`src/rtl/vending_pkg.sv`:
```
// Shared types for the multi-product vending controller: FSM states and status codes.
package vending_pkg;

  typedef enum logic {
    LOAD = 1'b0,
    RUN  = 1'b1
  } state_t;

  localparam logic [1:0] ERR_NONE    = 2'd0;
  localparam logic [1:0] ERR_FUNDS   = 2'd1;
  localparam logic [1:0] ERR_SOLDOUT = 2'd2;
  localparam logic [1:0] ERR_COIN    = 2'd3;

endpackage

```
`src/rtl/vending_table.sv`:
```
// Price table (and per-product stock when VENDING_STOCK_EN is defined).
// Written by index during load; read combinationally by a 0-based product index.
module vending_table
  import vending_pkg::*;
#(
  parameter int N_PROD     = 4,
  parameter int MW         = 8,
  parameter int STOCK_W    = 4,
  parameter int STOCK_INIT = 5,
  parameter int SW         = $clog2(N_PROD + 1)
) (
  input  logic          clk,
  input  logic          rst,
  input  logic          wr_en_i,
  input  logic [SW-1:0] wr_idx_i,
  input  logic [MW-1:0] wr_data_i,
  input  logic          stock_load_i,
  input  logic [SW-1:0] rd_idx_i,
  input  logic          dec_en_i,
  output logic [MW-1:0] price_o,
  output logic          stock_zero_o
);

  logic [MW-1:0] price_q [N_PROD];

  always_ff @(posedge clk) begin
    if (!rst) begin
      for (int i = 0; i < N_PROD; i++) price_q[i] <= '0;
    end else if (wr_en_i) begin
      for (int i = 0; i < N_PROD; i++)
        if (wr_idx_i == SW'(i)) price_q[i] <= wr_data_i;
    end
  end

  // Loop-based mux keeps the select width independent of N_PROD.
  always_comb begin
    price_o = '0;
    for (int i = 0; i < N_PROD; i++)
      if (rd_idx_i == SW'(i)) price_o = price_q[i];
  end

`ifdef VENDING_STOCK_EN
  logic [STOCK_W-1:0] stock_q [N_PROD];

  always_ff @(posedge clk) begin
    if (!rst) begin
      for (int i = 0; i < N_PROD; i++) stock_q[i] <= '0;
    end else if (stock_load_i) begin
      for (int i = 0; i < N_PROD; i++) stock_q[i] <= STOCK_W'(STOCK_INIT);
    end else if (dec_en_i) begin
      for (int i = 0; i < N_PROD; i++)
        if (rd_idx_i == SW'(i)) stock_q[i] <= stock_q[i] - STOCK_W'(1);
    end
  end

  always_comb begin
    stock_zero_o = 1'b0;
    for (int i = 0; i < N_PROD; i++)
      if (rd_idx_i == SW'(i)) stock_zero_o = (stock_q[i] == '0);
  end
`else
  logic unused_stock;
  assign unused_stock = dec_en_i ^ stock_load_i ^ (STOCK_W > 0) ^ (STOCK_INIT > 0);
  assign stock_zero_o = 1'b0;
`endif

endmodule

```
`src/rtl/vending_multi.sv`:
```
// Multi-product vending controller: loads a price table, then accepts coins, vends and refunds.
// Define VENDING_STOCK_EN to enable per-product stock tracking and sold-out reporting.
module vending_multi
  import vending_pkg::*;
#(
  parameter int N_PROD     = 4,
  parameter int MW         = 8,
  parameter int STOCK_W    = 4,
  parameter int STOCK_INIT = 5,
  localparam int SW        = $clog2(N_PROD + 1)
) (
  input  logic          clk,
  input  logic          rst,
  input  logic [MW-1:0] DI,
  input  logic [MW-1:0] MI,
  input  logic [SW-1:0] sel,
  input  logic          re,
  output logic [MW-1:0] MO,
  output logic [SW-1:0] PO,
  output logic [1:0]    err,
  output logic          ready
);

  state_t        state_q, state_d;
  logic [SW-1:0] idx_q, idx_d;
  logic [MW-1:0] credit_q, credit_d;
  logic [MW-1:0] mo_q, mo_d;
  logic [SW-1:0] po_q, po_d;
  logic [1:0]    err_q, err_d;
  logic          ready_q, ready_d;

  logic          wr_en, stock_load, dec_en, stock_zero, sel_ok;
  logic [SW-1:0] rd_idx;
  logic [MW-1:0] price;
  logic [MW:0]   sum;

  assign sel_ok = (sel != '0) && (int'(sel) <= N_PROD);
  assign rd_idx = sel_ok ? sel - SW'(1) : '0;
  assign sum    = {1'b0, credit_q} + {1'b0, MI};

  vending_table #(
    .N_PROD(N_PROD), .MW(MW), .STOCK_W(STOCK_W), .STOCK_INIT(STOCK_INIT), .SW(SW)
  ) u_table (
    .clk         (clk),
    .rst         (rst),
    .wr_en_i     (wr_en),
    .wr_idx_i    (idx_q),
    .wr_data_i   (DI),
    .stock_load_i(stock_load),
    .rd_idx_i    (rd_idx),
    .dec_en_i    (dec_en),
    .price_o     (price),
    .stock_zero_o(stock_zero)
  );

  always_ff @(posedge clk) begin
    if (!rst) begin
      state_q  <= LOAD;
      idx_q    <= '0;
      credit_q <= '0;
      mo_q     <= '0;
      po_q     <= '0;
      err_q    <= ERR_NONE;
      ready_q  <= 1'b0;
    end else begin
      state_q  <= state_d;
      idx_q    <= idx_d;
      credit_q <= credit_d;
      mo_q     <= mo_d;
      po_q     <= po_d;
      err_q    <= err_d;
      ready_q  <= ready_d;
    end
  end

  always_comb begin
    state_d    = state_q;
    idx_d      = idx_q;
    credit_d   = credit_q;
    ready_d    = ready_q;
    mo_d       = '0;
    po_d       = '0;
    err_d      = ERR_NONE;
    wr_en      = 1'b0;
    stock_load = 1'b0;
    dec_en     = 1'b0;
    unique case (state_q)
      LOAD: begin
        wr_en = 1'b1;
        if (idx_q == SW'(N_PROD - 1)) begin
          state_d    = RUN;
          idx_d      = '0;
          stock_load = 1'b1;
          ready_d    = 1'b1;
        end else begin
          idx_d = idx_q + SW'(1);
        end
        if (MI != '0) begin
          mo_d  = MI;
          err_d = ERR_COIN;
        end
      end
      RUN: begin
        // A coin that would overflow credit is bounced and the rest of the cycle ignored.
        if (sum[MW]) begin
          mo_d  = MI;
          err_d = ERR_COIN;
        end else if (re) begin
          mo_d     = sum[MW-1:0];
          credit_d = '0;
        end else if (sel_ok) begin
          if (stock_zero) begin
            err_d    = ERR_SOLDOUT;
            credit_d = sum[MW-1:0];
          end else if (sum >= {1'b0, price}) begin
            po_d     = sel;
            mo_d     = sum[MW-1:0] - price;
            credit_d = '0;
            dec_en   = 1'b1;
          end else begin
            err_d    = ERR_FUNDS;
            credit_d = sum[MW-1:0];
          end
        end else begin
          credit_d = sum[MW-1:0];
        end
      end
      default: state_d = LOAD;
    endcase
  end

  assign MO    = mo_q;
  assign PO    = po_q;
  assign err   = err_q;
  assign ready = ready_q;

endmodule

```
`config.mk`:
```
export PLATFORM = sky130hd
export DESIGN_NAME = vending_multi
export DESIGN_NICKNAME = d
export VERILOG_FILES = /design/src/rtl/vending_pkg.sv /design/src/rtl/vending_table.sv /design/src/rtl/vending_multi.sv
export SDC_FILE = /design/constraint.sdc
export NUM_CORES = 1
export LEC_CHECK = 0
export CAP_MARGIN = 20
export CORE_MARGIN = 2
export CORE_UTILIZATION = 28
export DETAILED_ROUTE_END_ITERATION = 7
export GPL_TIMING_DRIVEN = 0
export MAX_ROUTING_LAYER = met4
export PLACE_DENSITY = 0.5
export SYNTH_ARGS = -nofsm -noshare
export SYNTH_HDL_FRONTEND = slang
export SYNTH_SLANG_ARGS = --single-unit
```
`constraint.sdc`:
```
create_clock -name clk -period 5.5 [get_ports clk]
set_input_delay 1.1 -clock clk [delete_from_list [all_inputs] [get_ports clk]]
set_output_delay 1.1 -clock clk [all_outputs]
set_load 0.005 [all_outputs]
```
# ---- After elaboration in Yosys (flattened, before gate mapping)
# Memories as Yosys holds them, arrays and structs flattened.
# Cells that the tools add are included.
dict set report op_classes {
  addsub 4
  magnitude_cmp 2
  eq_ne 6
  mux 43
  bitwise 9
  reduce_logical 8
}
# op n
set ops {}
lappend ops {{$mux 8} 16}
lappend ops {{$mux 1} 21}
lappend ops {{$pmux 8 s2} 1}
lappend ops {{$eq 3x2->1 const B} 4}
lappend ops {{$add 8x8->9} 1}
lappend ops {{$ge 9x8->1} 1}
lappend ops {{$reduce_bool 8->1} 1}
lappend ops {{$sub 8x8->8} 1}
lappend ops {{$eq 3x1->1 const B} 2}
lappend ops {{$logic_not 3->1} 2}
lappend ops {{$mux 3} 2}
lappend ops {{$reduce_or 6->1} 1}
lappend ops {{$not 1->1} 5}
lappend ops {{$mux 2} 2}
lappend ops {{$or 1x1->1} 4}
lappend ops {{$pmux 2 s2} 1}
lappend ops {{$reduce_and 2->1} 2}
lappend ops {{$add 3x1->3 const B} 1}
lappend ops {{$le 3x3->1 const B} 1}
lappend ops {{$reduce_bool 3->1} 1}
lappend ops {{$sub 3x1->3 const B} 1}
lappend ops {{$logic_and 1x1->1} 1}
dict set report totals {
  register_bits 26
  ramBits 32
  elab_cells 80
  n_memories 1
}
# memory words width read_ports rd_ports_with_merged_regs wr line
set memory_table {}
lappend memory_table {u_table.price_q 4 8 4 0 4 vending_table.sv:24} ;# logic [MW-1:0] price_q [N_PROD];

# ---- Depth between registers and ports, before layout
dict set report depth {
  ltp_word 14
  depth_mapped 15
  depth_no_buf 15
}

# ---- Cells and area by module
# From an unflattened synthesis, not the netlist that was laid out.
dict set report hier_totals {
  cells_unflattened 349
  area_unflattened_um2 3467.1
}
# module n_inst cells_each area_each_um2
set modules_own_cells {}
lappend modules_own_cells {vending_multi 1 230 1920.6}
lappend modules_own_cells {vending_table 1 119 1546.5}

# ---- Least setup slack after synthesis
# OpenSTA, ideal clock, no wires.
dict set report synth_path {
  kind {input to register}
  from {input port sel[0]}
  to {register mo_q[1] (netlist: MO[1])}
  setup_time_ns 0.131
  arrival_time_ns 4.087
  setup_slack_ns 1.283
  path_stages 15
  n_path_buf 0
  cell_sequence {inv_1 ha_1 nor3_1 nor2_1 nor3b_1 a222oi_1 inv_1 mux2i_1 ha_1 a21oi_1 o21ai_0 and2_1 o31ai_1 a2bb2oi_1 a21oi_1}
}
dict set report synth_between {
  elab_chain_len 14
  elab_cells_between_ends 20
  cone_classes {2 x add/sub; 2 x order compare; 3 x eq/ne; 10 x mux; 3 x reduce/logical}
}
# element line
set synth_lines {}
lappend synth_lines {{start: declaration} vending_multi.sv:16} ;# input logic [SW-1:0] sel,
lappend synth_lines {{$le 3x3->1 or $reduce_bool 3->1 (tied branches)} vending_multi.sv:37} ;# assign sel_ok = (sel != '0) && (int'(sel) <= N_PROD);
lappend synth_lines {{$logic_and 1x1->1} vending_multi.sv:37}
lappend synth_lines {{$mux 3} vending_multi.sv:38} ;# assign rd_idx = sel_ok ? sel - SW'(1) : '0;
lappend synth_lines {{$logic_not 3->1} vending_table.sv:39} ;# if (rd_idx_i == SW'(i)) price_o = price_q[i];
lappend synth_lines {{$mux 8 (4 in a row)} vending_table.sv:39}
lappend synth_lines {{$sub 8x8->8 or $ge 9x8->1 (tied branches)} {vending_multi.sv:117, vending_multi.sv:115}}
lappend synth_lines {{$mux 8} vending_multi.sv:115} ;# end else if (sum >= {1'b0, price}) begin
lappend synth_lines {{$mux 8 (*)} vending_multi.sv:111} ;# end else if (sel_ok) begin
lappend synth_lines {{$mux 8 (*)} vending_multi.sv:108} ;# end else if (re) begin
lappend synth_lines {{$mux 8 (*)} vending_multi.sv:105} ;# if (sum[MW]) begin
lappend synth_lines {{$pmux 8 s2 (*)} vending_multi.sv:87} ;# unique case (state_q)
lappend synth_lines {{end signal: assignment} vending_multi.sv:69} ;# mo_q <= mo_d;
lappend synth_lines {{end: declaration} vending_multi.sv:27} ;# logic [MW-1:0] mo_q, mo_d;
# Every way passes the cells marked *; elsewhere a longest branch is shown, timed or not.
# A chain may end at the register's enable or synchronous reset.

# ---- Worst setup path in the final report
# Ends and elaborated chain as after synthesis.

==> run_summary.xml <==
<?xml version="1.0" encoding="UTF-8"?>
<metrics>
  <group name="timing">
    <metric name="hold-worst-slack" unit="ns">0.453</metric>
    <metric name="slew_viol_final" unit="">0</metric>
    <metric name="worst_slew_margin_rel" unit="%">44.5</metric>
    <metric name="rsz_0062_raised_after_global_routing" unit="">no</metric>
    <metric name="tns" unit="ns">0</metric>
    <metric name="period_needed" unit="ns">5.08</metric>
    <metric name="post-route-period-util" unit="%">92.4</metric>
    <metric name="setup_violations" unit="">0</metric>
    <metric name="worst-slew-pin-transition" unit="ns">0.833</metric>
    <metric name="hold_violation_count_in_the_final_report" unit="">0</metric>
    <metric name="timing.fmax" unit="MHz">197</metric>
    <metric name="finalClockSkew" unit="ns">0.00600</metric>
  </group>
  <group name="critical_path">
    <metric name="crit_path_category" unit="">in -&gt; reg</metric>
    <metric name="cp_cell_sequence" unit="">clkdlybuf4s50_1 &gt; inv_1 &gt; ha_1 &gt; a31oi_1 &gt; a21oi_1 &gt; a222oi_1 &gt; inv_1 &gt; mux2i_1 &gt; ha_1 &gt; a21oi_1 &gt; o21ai_0 &gt; and2_1 &gt; o31ai_2 &gt; a2bb2oi_1 &gt; a21oi_1</metric>
    <metric name="ff2ff_path_depth" unit="">14</metric>
    <metric name="path_common_cell" unit="">a21oi_1</metric>
    <metric name="regToRegEndpoint" unit="">MO[1]$_SDFF_PN0_</metric>
    <metric name="worst_r2r_startpoint" unit="">credit_q[0]$_SDFFE_PN0P_</metric>
    <metric name="launching_instance_or_port_of_the_critical_path" unit="">sel[0]</metric>
    <metric name="slowest_delay" unit="ns">0.66</metric>
    <metric name="reg2reg_slack" unit="ns">1.81</metric>
    <metric name="crit_path_end" unit="">MO[1]$_SDFF_PN0_</metric>
    <metric name="end_kind" unit="">flip-flop</metric>
    <metric name="worstPathRequired" unit="ns">5.69</metric>
    <metric name="cp-start-kind" unit="">primary input</metric>
    <metric name="worst-endpoint-arrival" unit="ns">5.27</metric>
    <metric name="critical_path.slowest_cell" unit="">a21oi_1</metric>
    <metric name="worst-path-max-fanout" unit="">8</metric>
  </group>
  <group name="power">
    <metric name="cellLeakagePower" unit="nW">1.67</metric>
    <metric name="power_per_cell_area" unit="mW/mm^2">377</metric>
    <metric name="power.ir.vdd_worst" unit="mV">0.171</metric>
  </group>
  <group name="die">
    <metric name="die_height" unit="um">112</metric>
    <metric name="placementRows" unit="">39</metric>
    <metric name="io_pins" unit="">36</metric>
    <metric name="die_x" unit="um">112</metric>
    <metric name="die_area" unit="mm^2">0.0125</metric>
    <metric name="core_area" unit="mm^2">0.0114</metric>
    <metric name="floorplan.initialDensity" unit="%">28.6</metric>
  </group>
  <group name="final_layout">
    <metric name="synthToLayoutAreaGrowth" unit="%">27.1</metric>
    <metric name="fin_cells" unit="">513</metric>
    <metric name="fillerInstances" unit="">1165</metric>
    <metric name="layout_cell_share_with_drive_strength_beyond_1" unit="%">7.57</metric>
    <metric name="insertedDiodeCount" unit="">0</metric>
    <metric name="register_area" unit="mm^2">0.00148</metric>
    <metric name="finish.net_count" unit="">411</metric>
    <metric name="multi_input_area" unit="mm^2">0.00170</metric>
  </group>
  <group name="clocking">
    <metric name="clock_h_tree_levels" unit="">3</metric>
    <metric name="ctsRootBufferMaster" unit="">clkbuf_16</metric>
    <metric name="numClockSinks" unit="">58</metric>
    <metric name="ctsLongestPathBuffers" unit="">2</metric>
    <metric name="number_of_cts_inserted_buffers" unit="">9</metric>
    <metric name="cts_hold_repair.buffers" unit="">0</metric>
    <metric name="cts_tree" unit="">done</metric>
    <metric name="cts.clk_slew.worst_paths" unit="ns">0.06</metric>
    <metric name="clk_latency" unit="ns">0.33</metric>
  </group>
  <group name="global_routing">
    <metric name="grt_remaining_overflow" unit="">0</metric>
    <metric name="grt_max_degree" unit="">13</metric>
    <metric name="global_route.usage.total" unit="%">13.8</metric>
    <metric name="grt_antenna_before_repair" unit="">0</metric>
    <metric name="first_global_vias" unit="">2507</metric>
    <metric name="global_route_wire_length_before_repair" unit="um">12900</metric>
  </group>
  <group name="routing">
    <metric name="drc_errors" unit="">0</metric>
    <metric name="dr.first_iter.drc_count" unit="">141</metric>
    <metric name="drt_first_pass_iters" unit="">7</metric>
    <metric name="wl_per_cell" unit="um">15.5</metric>
    <metric name="antenna_violation_net_count_after_detailed_routing" unit="">0</metric>
    <metric name="viasPerCell" unit="">4.98</metric>
    <metric name="total_wirelength_of_the_detailed_routed_design" unit="um">7970</metric>
    <metric name="detailroute.via_count" unit="">2557</metric>
  </group>
  <group name="yosys">
    <metric name="syn_inst" unit="">317</metric>
    <metric name="synth_enable_flop_cells" unit="">32</metric>
    <metric name="post_synth_instance_area" unit="mm^2">0.00326</metric>
    <metric name="synthesis.nets" unit="">363</metric>
    <metric name="ys.warnings.count" unit="">0</metric>
    <metric name="post-synth-top-area-fraction" unit="%">29.4</metric>
    <metric name="synth_top_cell_by_area" unit="">edfxtp_1</metric>
    <metric name="synth_ff_type" unit="">edfxtp_1</metric>
    <metric name="async_reset_ff_share" unit="%">0</metric>
    <metric name="synth_seq_area_share" unit="%">45.4</metric>
    <metric name="synth_common_cells" unit="">35 x and2_1, 32 x edfxtp_1, 26 x dfxtp_1, 24 x nand2_1, 22 x ha_1</metric>
    <metric name="postSynthRegisterBits" unit="">58</metric>
    <metric name="synth_most_common_cell" unit="">and2_1</metric>
    <metric name="number_of_different_library_cells_in_the_post_synthesis_netlist" unit="">52</metric>
    <metric name="syn_area_per_cell" unit="um^2">10.3</metric>
    <metric name="top_cells_by_area_synth" unit="">edfxtp_1 29%, dfxtp_1 16%, ha_1 8.4%</metric>
  </group>
  <group name="place">
    <metric name="dp_hpwl" unit="um">5960</metric>
    <metric name="gp_congestion" unit="">0.838</metric>
    <metric name="port_buffers" unit="">35</metric>
    <metric name="placed_cells" unit="">496</metric>
  </group>
  <group name="run">
    <metric name="maxCapViolations" unit="">0</metric>
  </group>
  <group name="run_status">
    <metric name="run_status" unit="">complete, no violations</metric>
  </group>
  <group name="min_path">
    <metric name="hold_path_class" unit="">reg -&gt; reg</metric>
  </group>
</metrics>
## registers in the layout, summed over array words and instances, names as in the netlist
signal and cells:
err 2, PO 3, u_table.price_q 32, ready 1
state_q 1, idx_q 3, credit_q 8, MO 8
## logic make-up (layout without fill, tap and decap cells)
family | after synthesis | in the layout | synth area share (%)
XOR/XNOR | 8 | 8 | 2.15
flip-flops | 58 | 58 | 45.4
adder cells (fa/ha/maj) | 24 | 24 | 9.66
AND/OR/NAND/NOR | 112 | 112 | 19.3
buffers and inverters | 25 | 78 | 2.87
AO/OA/AOI/OAI | 82 | 82 | 18.1
multiplexers | 8 | 8 | 2.53
## cell type report
class                      instances  share of cell area, %
sequential                        58                   35.7
multi-input combinational        234                   41.1
clock buffer                       9                   5.43
timing repair buffer              37                   8.75
tap                              143                   4.31
clock inverter                     7                   2.47
inverter                          18                   1.63
buffer                             7                  0.633
## report_power, final
part | internal [W] | switching, W | total [W]
registers | 0.000537 | 0.0000219 | 0.000559
clock network | 0.000400 | 0.000210 | 0.000610
logic | 0.000172 | 0.000224 | 0.000396
## stage by stage
| step | utilization (%) | setup slack [ns] | area [um^2] | power, W |
|---|---|---|---|---|
| floorplan | - | 1.28 | 3260 | 0.000834 |
| global placement | 33.2 | -0.469 | 3790 | 0.000959 |
| detailed placement | 33.3 | -0.339 | 3800 | 0.000964 |
| CTS | 36.2 | 0.00664 | 4130 | 0.00158 |
| global route | 36.3 | 0.0665 | 4150 | 0.00166 |
| finish | 36.3 | 0.417 | 4150 | 0.00157 |
## layer usage
layer	GRT usage (%)	routed length (um)
met5	-	0
met4	4.47	114
met3	3.86	407
met2	21.0	3720
met1	17.9	3730
## cell usage in the layout (no fill, tap or decap), types with 3 or more instances in the layout
cell type | Yosys | layout
a211o_1 | 3 | 3
a21o_1 | 4 | 4
a21oi_1 | 15 | 15
a222oi_1 | 3 | 3
a22o_1 | 6 | 6
a22oi_1 | 3 | 3
a2bb2oi_1 | 4 | 4
a31oi_1 | 4 | 4
a32o_1 | 6 | 6
and2_1 | 35 | 35
and3_1 | 7 | 7
clkbuf_1 | 7 | 7
clkbuf_16 | 0 | 9
clkdlybuf4s50_1 | 0 | 35
clkinv_4 | 0 | 3
dfxtp_1 | 26 | 26
edfxtp_1 | 32 | 32
ha_1 | 22 | 22
inv_1 | 18 | 18
mux2i_1 | 6 | 6
nand2_1 | 24 | 24
nand3_1 | 3 | 3
nor2_1 | 16 | 16
nor2b_1 | 6 | 6
nor3_1 | 5 | 4
o21a_1 | 5 | 5
o21ai_0 | 16 | 16
xnor2_1 | 4 | 4
xor2_1 | 4 | 4
## critical path, delay by kind of cell
| kind | cells | cell delay, ns |
|---|---|---|
| buffers and inverters | 3 | 0.84 |
| AO/OA/AOI/OAI | 8 | 2.24 |
| adder cells (fa/ha/maj) | 2 | 0.80 |
| AND/OR/NAND/NOR | 1 | 0.20 |
| multiplexers | 1 | 0.08 |
## timing repair
action	4_1_cts	5_1_grt
gates resized for setup	0	3
buffers inserted	0	0
setup endpoints to repair	0	7
## worst min-delay path by stage
stage,slack [ns],start,cells past startpoint,end
floorplan,0.43,idx_q[2]$_SDFFE_PN0N_,2,idx_q[2]$_SDFFE_PN0N_
global placement,0.44,idx_q[2]$_SDFFE_PN0N_,2,idx_q[2]$_SDFFE_PN0N_
detailed placement,0.44,idx_q[2]$_SDFFE_PN0N_,2,idx_q[2]$_SDFFE_PN0N_
CTS,0.46,idx_q[2]$_SDFFE_PN0N_,2,idx_q[2]$_SDFFE_PN0N_
global route,0.49,idx_q[2]$_SDFFE_PN0N_,2,idx_q[2]$_SDFFE_PN0N_
finish,0.45,idx_q[2]$_SDFFE_PN0N_,2,idx_q[2]$_SDFFE_PN0N_
Note: power is estimated with default switching activity, not from simulation.
